[config.mk]
export PLATFORM = sky130hd
export DESIGN_NAME = sram_access_ctrl
export DESIGN_NICKNAME = d
export VERILOG_FILES = /design/src/rtl/sram_ctrl_pkg.sv /design/src/rtl/sram_resp_buf.sv /design/src/rtl/sram_access_ctrl.sv
export SDC_FILE = /design/constraint.sdc
export NUM_CORES = 1
export LEC_CHECK = 0
export CELL_PAD_IN_SITES_DETAIL_PLACEMENT = 1
export CELL_PAD_IN_SITES_GLOBAL_PLACEMENT = 1
export CORE_ASPECT_RATIO = 0.75
export CORE_MARGIN = 2
export CORE_UTILIZATION = 34
export CTS_CLUSTER_SIZE = 24
export DETAILED_ROUTE_END_ITERATION = 16
export GPL_TIMING_DRIVEN = 0
export PLACE_DENSITY_LB_ADDON = 0.1
export SLEW_MARGIN = 20
export SYNTH_ARGS = -nofsm -noshare
export SYNTH_HDL_FRONTEND = slang
export SYNTH_SLANG_ARGS = --single-unit
[constraint.sdc]
create_clock -name clk -period 2.1 [get_ports clk]
set_clock_uncertainty 0.05 [all_clocks]
set_input_delay 0.525 -clock clk [delete_from_list [all_inputs] [get_ports clk]]
set_output_delay 0.525 -clock clk [all_outputs]
set_load 0.01 [all_outputs]
[src/rtl/sram_ctrl_pkg.sv]
// Shared types and helpers for the SRAM access controller.
package sram_ctrl_pkg;

  typedef enum logic {S_INIT, S_RUN} sram_ctrl_state_e;

  function automatic int unsigned lanes(input int unsigned data_width,
                                        input int unsigned byte_size);
    return data_width / byte_size;
  endfunction

endpackage

[src/rtl/sram_resp_buf.sv]
// Circular response FIFO; the head entry is presented combinationally.
module sram_resp_buf
  import sram_ctrl_pkg::*;
#(
  parameter int unsigned DATA_WIDTH = 32,
  parameter int unsigned DEPTH      = 3,
  localparam int unsigned PW        = (DEPTH > 1) ? $clog2(DEPTH) : 1,
  localparam int unsigned CW        = $clog2(DEPTH + 1)
) (
  input  logic                  clk,
  input  logic                  rst_n,
  input  logic                  i_push,
  input  logic [DATA_WIDTH-1:0] i_wdata,
  input  logic                  i_pop,
  output logic [DATA_WIDTH-1:0] o_rdata,
  output logic [CW-1:0]         o_count,
  output logic                  o_empty
);

  logic [DATA_WIDTH-1:0] r_mem [DEPTH];
  logic [PW-1:0]         r_wr_ptr;
  logic [PW-1:0]         r_rd_ptr;
  logic [CW-1:0]         r_count;
  logic [PW-1:0]         w_wr_ptr_nxt;
  logic [PW-1:0]         w_rd_ptr_nxt;

  // Explicit wrap compare so non-power-of-two depths work.
  assign w_wr_ptr_nxt = (r_wr_ptr == PW'(DEPTH - 1)) ? '0 : r_wr_ptr + PW'(1);
  assign w_rd_ptr_nxt = (r_rd_ptr == PW'(DEPTH - 1)) ? '0 : r_rd_ptr + PW'(1);

  always_ff @(posedge clk or negedge rst_n) begin
    if (!rst_n) begin
      for (int unsigned i = 0; i < DEPTH; i++) begin
        r_mem[i] <= '0;
      end
      r_wr_ptr <= '0;
      r_rd_ptr <= '0;
      r_count  <= '0;
    end else begin
      if (i_push) begin
        r_mem[r_wr_ptr] <= i_wdata;
        r_wr_ptr        <= w_wr_ptr_nxt;
      end
      if (i_pop) begin
        r_rd_ptr <= w_rd_ptr_nxt;
      end
      case ({i_push, i_pop})
        2'b10:   r_count <= r_count + CW'(1);
        2'b01:   r_count <= r_count - CW'(1);
        default: r_count <= r_count;
      endcase
    end
  end

  assign o_rdata = r_mem[r_rd_ptr];
  assign o_count = r_count;
  assign o_empty = (r_count == '0);

endmodule

[src/rtl/sram_access_ctrl.sv]
// Valid/ready initiator for one SRAM port with credit-limited in-order responses
// and optional zero-fill of the array after reset.
module sram_access_ctrl
  import sram_ctrl_pkg::*;
#(
  parameter int unsigned DATA_WIDTH    = 32,
  parameter int unsigned DATA_DEPTH    = 1024,
  parameter int unsigned BYTE_SIZE     = 32,
  parameter int unsigned RESP_DEPTH    = 3,
  parameter int unsigned INIT_ON_RESET = 1,
  localparam int unsigned LANES        = lanes(DATA_WIDTH, BYTE_SIZE),
  localparam int unsigned AW           = (DATA_DEPTH > 1) ? $clog2(DATA_DEPTH) : 1
) (
  input  logic                  clk,
  input  logic                  rst_n,
  input  logic                  req_valid_i,
  output logic                  req_ready_o,
  input  logic [AW-1:0]         req_addr_i,
  input  logic [LANES-1:0]      req_we_i,
  input  logic [DATA_WIDTH-1:0] req_wdata_i,
  output logic                  resp_valid_o,
  input  logic                  resp_ready_i,
  output logic [DATA_WIDTH-1:0] resp_rdata_o,
  output logic                  init_done_o,
  output logic                  sram_en_o,
  output logic [LANES-1:0]      sram_we_o,
  output logic [AW-1:0]         sram_addr_o,
  output logic [DATA_WIDTH-1:0] sram_wdata_o,
  input  logic [DATA_WIDTH-1:0] sram_rdata_i
);

  localparam int unsigned CW = $clog2(RESP_DEPTH + 1);

  if (DATA_WIDTH % BYTE_SIZE != 0) begin : g_bad_lane_width
    $error("DATA_WIDTH must be a multiple of BYTE_SIZE");
  end
  if (RESP_DEPTH < 2) begin : g_bad_resp_depth
    $error("RESP_DEPTH must be at least 2");
  end

  sram_ctrl_state_e r_state;
  logic [AW-1:0]    r_init_cnt;
  logic             r_init_done;
  logic             r_inflight;

  logic [CW-1:0]    w_count;
  logic             w_empty;
  logic             w_credit;
  logic             w_fire;
  logic             w_pop;

  // Credits count both buffered and in-flight responses so a push can never overflow.
  assign w_credit    = ({1'b0, w_count} + {{CW{1'b0}}, r_inflight}) < (CW + 1)'(RESP_DEPTH);
  assign req_ready_o = (r_state == S_RUN) && w_credit;
  assign w_fire      = req_valid_i && req_ready_o;
  assign w_pop       = resp_valid_o && resp_ready_i;

  always_ff @(posedge clk or negedge rst_n) begin
    if (!rst_n) begin
      r_state     <= (INIT_ON_RESET != 0) ? S_INIT : S_RUN;
      r_init_cnt  <= '0;
      r_init_done <= (INIT_ON_RESET == 0);
      r_inflight  <= 1'b0;
    end else begin
      r_inflight <= w_fire;
      case (r_state)
        S_INIT: begin
          if (r_init_cnt == AW'(DATA_DEPTH - 1)) begin
            r_state     <= S_RUN;
            r_init_done <= 1'b1;
          end else begin
            r_init_cnt <= r_init_cnt + AW'(1);
          end
        end
        S_RUN:   r_state <= S_RUN;
        default: r_state <= S_INIT;
      endcase
    end
  end

  // Gating with rst_n keeps the port quiet while reset is held, even though the state reads INIT.
  always_comb begin
    sram_en_o    = 1'b0;
    sram_we_o    = '0;
    sram_addr_o  = req_addr_i;
    sram_wdata_o = req_wdata_i;
    if (r_state == S_INIT) begin
      sram_en_o    = rst_n;
      sram_we_o    = {LANES{rst_n}};
      sram_addr_o  = r_init_cnt;
      sram_wdata_o = '0;
    end else if (w_fire) begin
      sram_en_o = 1'b1;
      sram_we_o = req_we_i;
    end
  end

  sram_resp_buf #(
    .DATA_WIDTH(DATA_WIDTH),
    .DEPTH     (RESP_DEPTH)
  ) u_resp_buf (
    .clk    (clk),
    .rst_n  (rst_n),
    .i_push (r_inflight),
    .i_wdata(sram_rdata_i),
    .i_pop  (w_pop),
    .o_rdata(resp_rdata_o),
    .o_count(w_count),
    .o_empty(w_empty)
  );

  assign resp_valid_o = !w_empty;
  assign init_done_o  = r_init_done;

endmodule

==> summary.txt <==
Timing
  – Final hold vios: 0
  – Final-report max-slew violation count: 0
  – Unrepaired setup endpoints after global routing: true
  – Total negative slack: -7.10 ns
  – Crit share post-route: 120%
  – Total setup violations reported at the end of the flow: 40
  – Final WS setup: -0.416 ns
  – Tightest Pin Transition: between 0.5 and 0.6 ns
  – Fmax achieved: between 300 and 400 MHz
  – Final worst path period need: 2.52 ns
  – Normalized max-slew margin: roughly two thirds

Detailed routing
  – Wire length after detailed routing: 16,300 µm
  – Via density per instance: 4.92
  – Initial DRC Count: 127
  – Routed wirelength normalized by instance count: 18.4 µm
  – Post-detailed-route DRC marker count: 0
  – Vias post-DR: ~4,400
  – TritonRoute pass-1 iters: 4
  – Antenna violation net count after detailed routing: 0

Clocking
  – CTS H-tree depth: 4
  – CTS Buf Count: 17
  – CTS Hold Buffers Added: 0
  – Number of sinks on the clock net: around 120
  – CTS clk-pin slew, worst paths: 0.05 ns
  – Skew-Pair Late Insertion Delay: slightly above 0.4 ns
  – Worst-case clock buffer depth: 2
  – Buffer cell driving the clock tree root: clkbuf_16
  – TritonCTS clock tree: yes

Min path
  – Path class of the lowest-slack min-delay path: primary input to async pin

Place
  – Number of input and output port buffers inserted: 157
  – RePlAce Congestion: 0.709
  – Detailed Place HPWL: about 10,000 µm

Floorplan
  – Y dimension of the die: roughly 120 µm
  – Core Area: roughly 16,000 µm²
  – Initial Util: a little over a third
  – Number of rows created at floorplan: 40
  – Horizontal die dimension: about 150 µm
  – Area of the die: around 18,000 µm²
  – Top-Level Pins: 158

Critical path
  – Critical Path, Cell by Cell: ha_4, ha_4, a2111oi_4, buf_4, a22o_1, buf_2
  – Worst endpoint required time: between 1.5 and 2 ns
  – Stages on worst setup path: 6
  – R2R Path End: u_resp_buf.r_mem[78]
  – Maximum fanout along the worst path: 2
  – Element type at the critical path end: output pin
  – Number of buffers and inverters on the critical path: 2
  – Critical Path AT: 1.94 ns
  – Top delay family on crit path: flip-flops
  – Largest stage delay on the critical path: around 0.43 ns
  – R2r setup slk: about 0.19 ns
  – Startpoint of the most critical register-to-register path: r_inflight
  – Startpoint kind of the worst setup timing path: flip-flop
  – Worst path most repeated cell: ha_4
  – Worst Path Class, Setup: flip-flop to output pin
  – Worst-path cell with the longest stage delay: dfrtp_2
  – FF-to-FF path depth: 5

Global routing
  – Via count of the first global-routing pass: 4,858
  – Global route overflow: 0
  – Wire length of the first global-routing pass: 25,800 µm
  – GR Util All Layers: approximately a fifth
  – Maximum number of pins on one net before global-route repair: 68
  – Antenna violations before repair: 0

Outcome
  – Violations in the final reports: setup timing
  – Run status: finished with violations

Final layout
  – Share of final-layout standard cells stronger than drive strength 1: 50.3%
  – Most common cell after layout, fill and taps aside: dfrtp_1
  – Fin nets: between 700 and 800
  – Number of filler instances in the final layout: 1,606
  – Layout overhead on the synthesized area: 56.0%
  – Most frequent cells in the layout: 113 x dfrtp_1, 78 x clkdlybuf4s50_1, 71 x mux2_2, 61 x buf_2, 37 x mux2_4
  – Number of diodes: 0

Pwr
  – Pwr Density: ~1000 nW/µm²
  – Total leakage power: just over 4 nW
  – Overall power: about 0.0090 W
  – VDD IR max: 0.000443 V

Synth
  – Synth Area per Inst: between 10 and 15 µm²
  – Share of flip-flops with an asynchronous set or reset: 100%
  – Post-synthesis cell count: roughly 450
  – Count of synthesis-stage warnings from yosys: 0
  – Synth Net Count: about 530
  – Flip-flop and latch count after synthesis: roughly 120
  – Sequential area share after synthesis: a little over 50%
  – EDFF count, synth: 0
  – Cell Area, Synth: approximately 5600 µm²
  – Commonest register cell after synthesis: dfrtp_1
  – Count of unique library cells instantiated by Yosys: 36

Job
  – Max-cap violation count: 0
## sequential cells by signal, indices dropped and copies added (netlist names)
| signal | count |
|---|---|
| init_done_o | 1 |
| r_state | 1 |
| u_resp_buf.o_count | 2 |
| u_resp_buf.r_rd_ptr | 2 |
| r_init_cnt | 10 |
| u_resp_buf.r_mem | 96 |
| r_inflight | 1 |
| u_resp_buf.r_wr_ptr | 2 |
## report_power, final
part	leakage [nW]	internal (W)	switching [W]
registers	1.40	0.00236	0.000110
clock network	0.320	0.00219	0.00101
logic	2.43	0.00179	0.00149
## repair_timing
item | CTS | global route
setup buffers | 27 | 11
resized for setup | 409 | 76
pin swaps | 18 | 9
cloned | 3 | 4
endpoints found under the setup margin | 78 | 71
## area by class of cell
type | count | area, µm² | area share [%]
repair buffers | 201 | 1810 | 20.7
well taps | 210 | 263 | 3.01
inverters | 7 | 26.3 | 0.301
clock inverters | 10 | 178 | 2.04
plain buffers | 28 | 310 | 3.55
multi-input cells | 295 | 2790 | 31.9
flip-flops and latches | 115 | 2880 | 33.0
clock buffers | 22 | 474 | 5.43
## stage by stage
step	cell area (µm²)	std cells	hold slack [ns]	utilization (%)	worst slack [ns]
2_1_floorplan	5610	446	0.179	-	0.0246
3_3_place_gp	7450	813	0.411	46.4	-4.46
3_5_place_dp	7480	814	0.419	46.5	-0.642
4_1_cts	8580	875	0.0223	53.4	-0.424
5_1_grt	8730	888	0.0354	54.3	-0.526
6_report	8730	888	0.00948	54.3	-0.416
## synth_stat cells (3+ instances only)
master    number  area share [%]
buf_2         16             1.4
nor2_1         3            0.20
mux2_4        30             8.1
a21oi_1        6            0.54
inv_1          5            0.34
o21ai_0       37             3.3
and2_1        33             3.7
a21o_1         3            0.40
nand2_1       40             2.7
mux2_2        78              16
ha_1           4            0.89
mux2i_1       33             5.9
dfrtp_1      115              51
nand4_1        3            0.34
buf_6          4            0.80
clkbuf_1       9            0.60
## metal layers
layer | routed length [µm] | vias up | global-route usage (%)
li1 | - | 2005 | -
met1 | 7330 | 2222 | 23.9
met2 | 7800 | 119 | 31.4
met3 | 908 | 20 | 5.99
met4 | 266 | 0 | 6.67
met5 | 0 | - | 0
## worst max-delay path by stage
stage                            from              end
2_1_floorplan   u_resp_buf.o_count[0]        sram_we_o
3_3_place_gp                    rst_n        sram_we_o
3_5_place_dp   u_resp_buf.r_rd_ptr[1]  resp_rdata_o[2]
4_1_cts         u_resp_buf.o_count[0]        sram_we_o
5_1_grt         u_resp_buf.o_count[0]        sram_we_o
6_report        u_resp_buf.o_count[0]        sram_we_o
## cells by family (layout without fill, tap and decap cells)
group                    count (synthesis)  in the layout  share of synthesized area, %
AND/OR/NAND/NOR                         92             92                          8.65
multiplexers                           141            141                          29.7
adder cells (fa/ha/maj)                  4              4                         0.894
XOR/XNOR                                 4              4                         0.626
flip-flops                             115            115                          51.4
AO/OA/AOI/OAI                           54             54                          5.43
buffers and inverters                   36            268                          3.31
## worst register-to-register path: stages, from the launching register on
cell and delay (ns):
dfrtp_1 0.40, buf_4 0.15, inv_2 0.06, nor3_2 0.36, buf_2 0.38, mux2_2 0.39
Note: power is estimated with default switching activity, not from simulation.
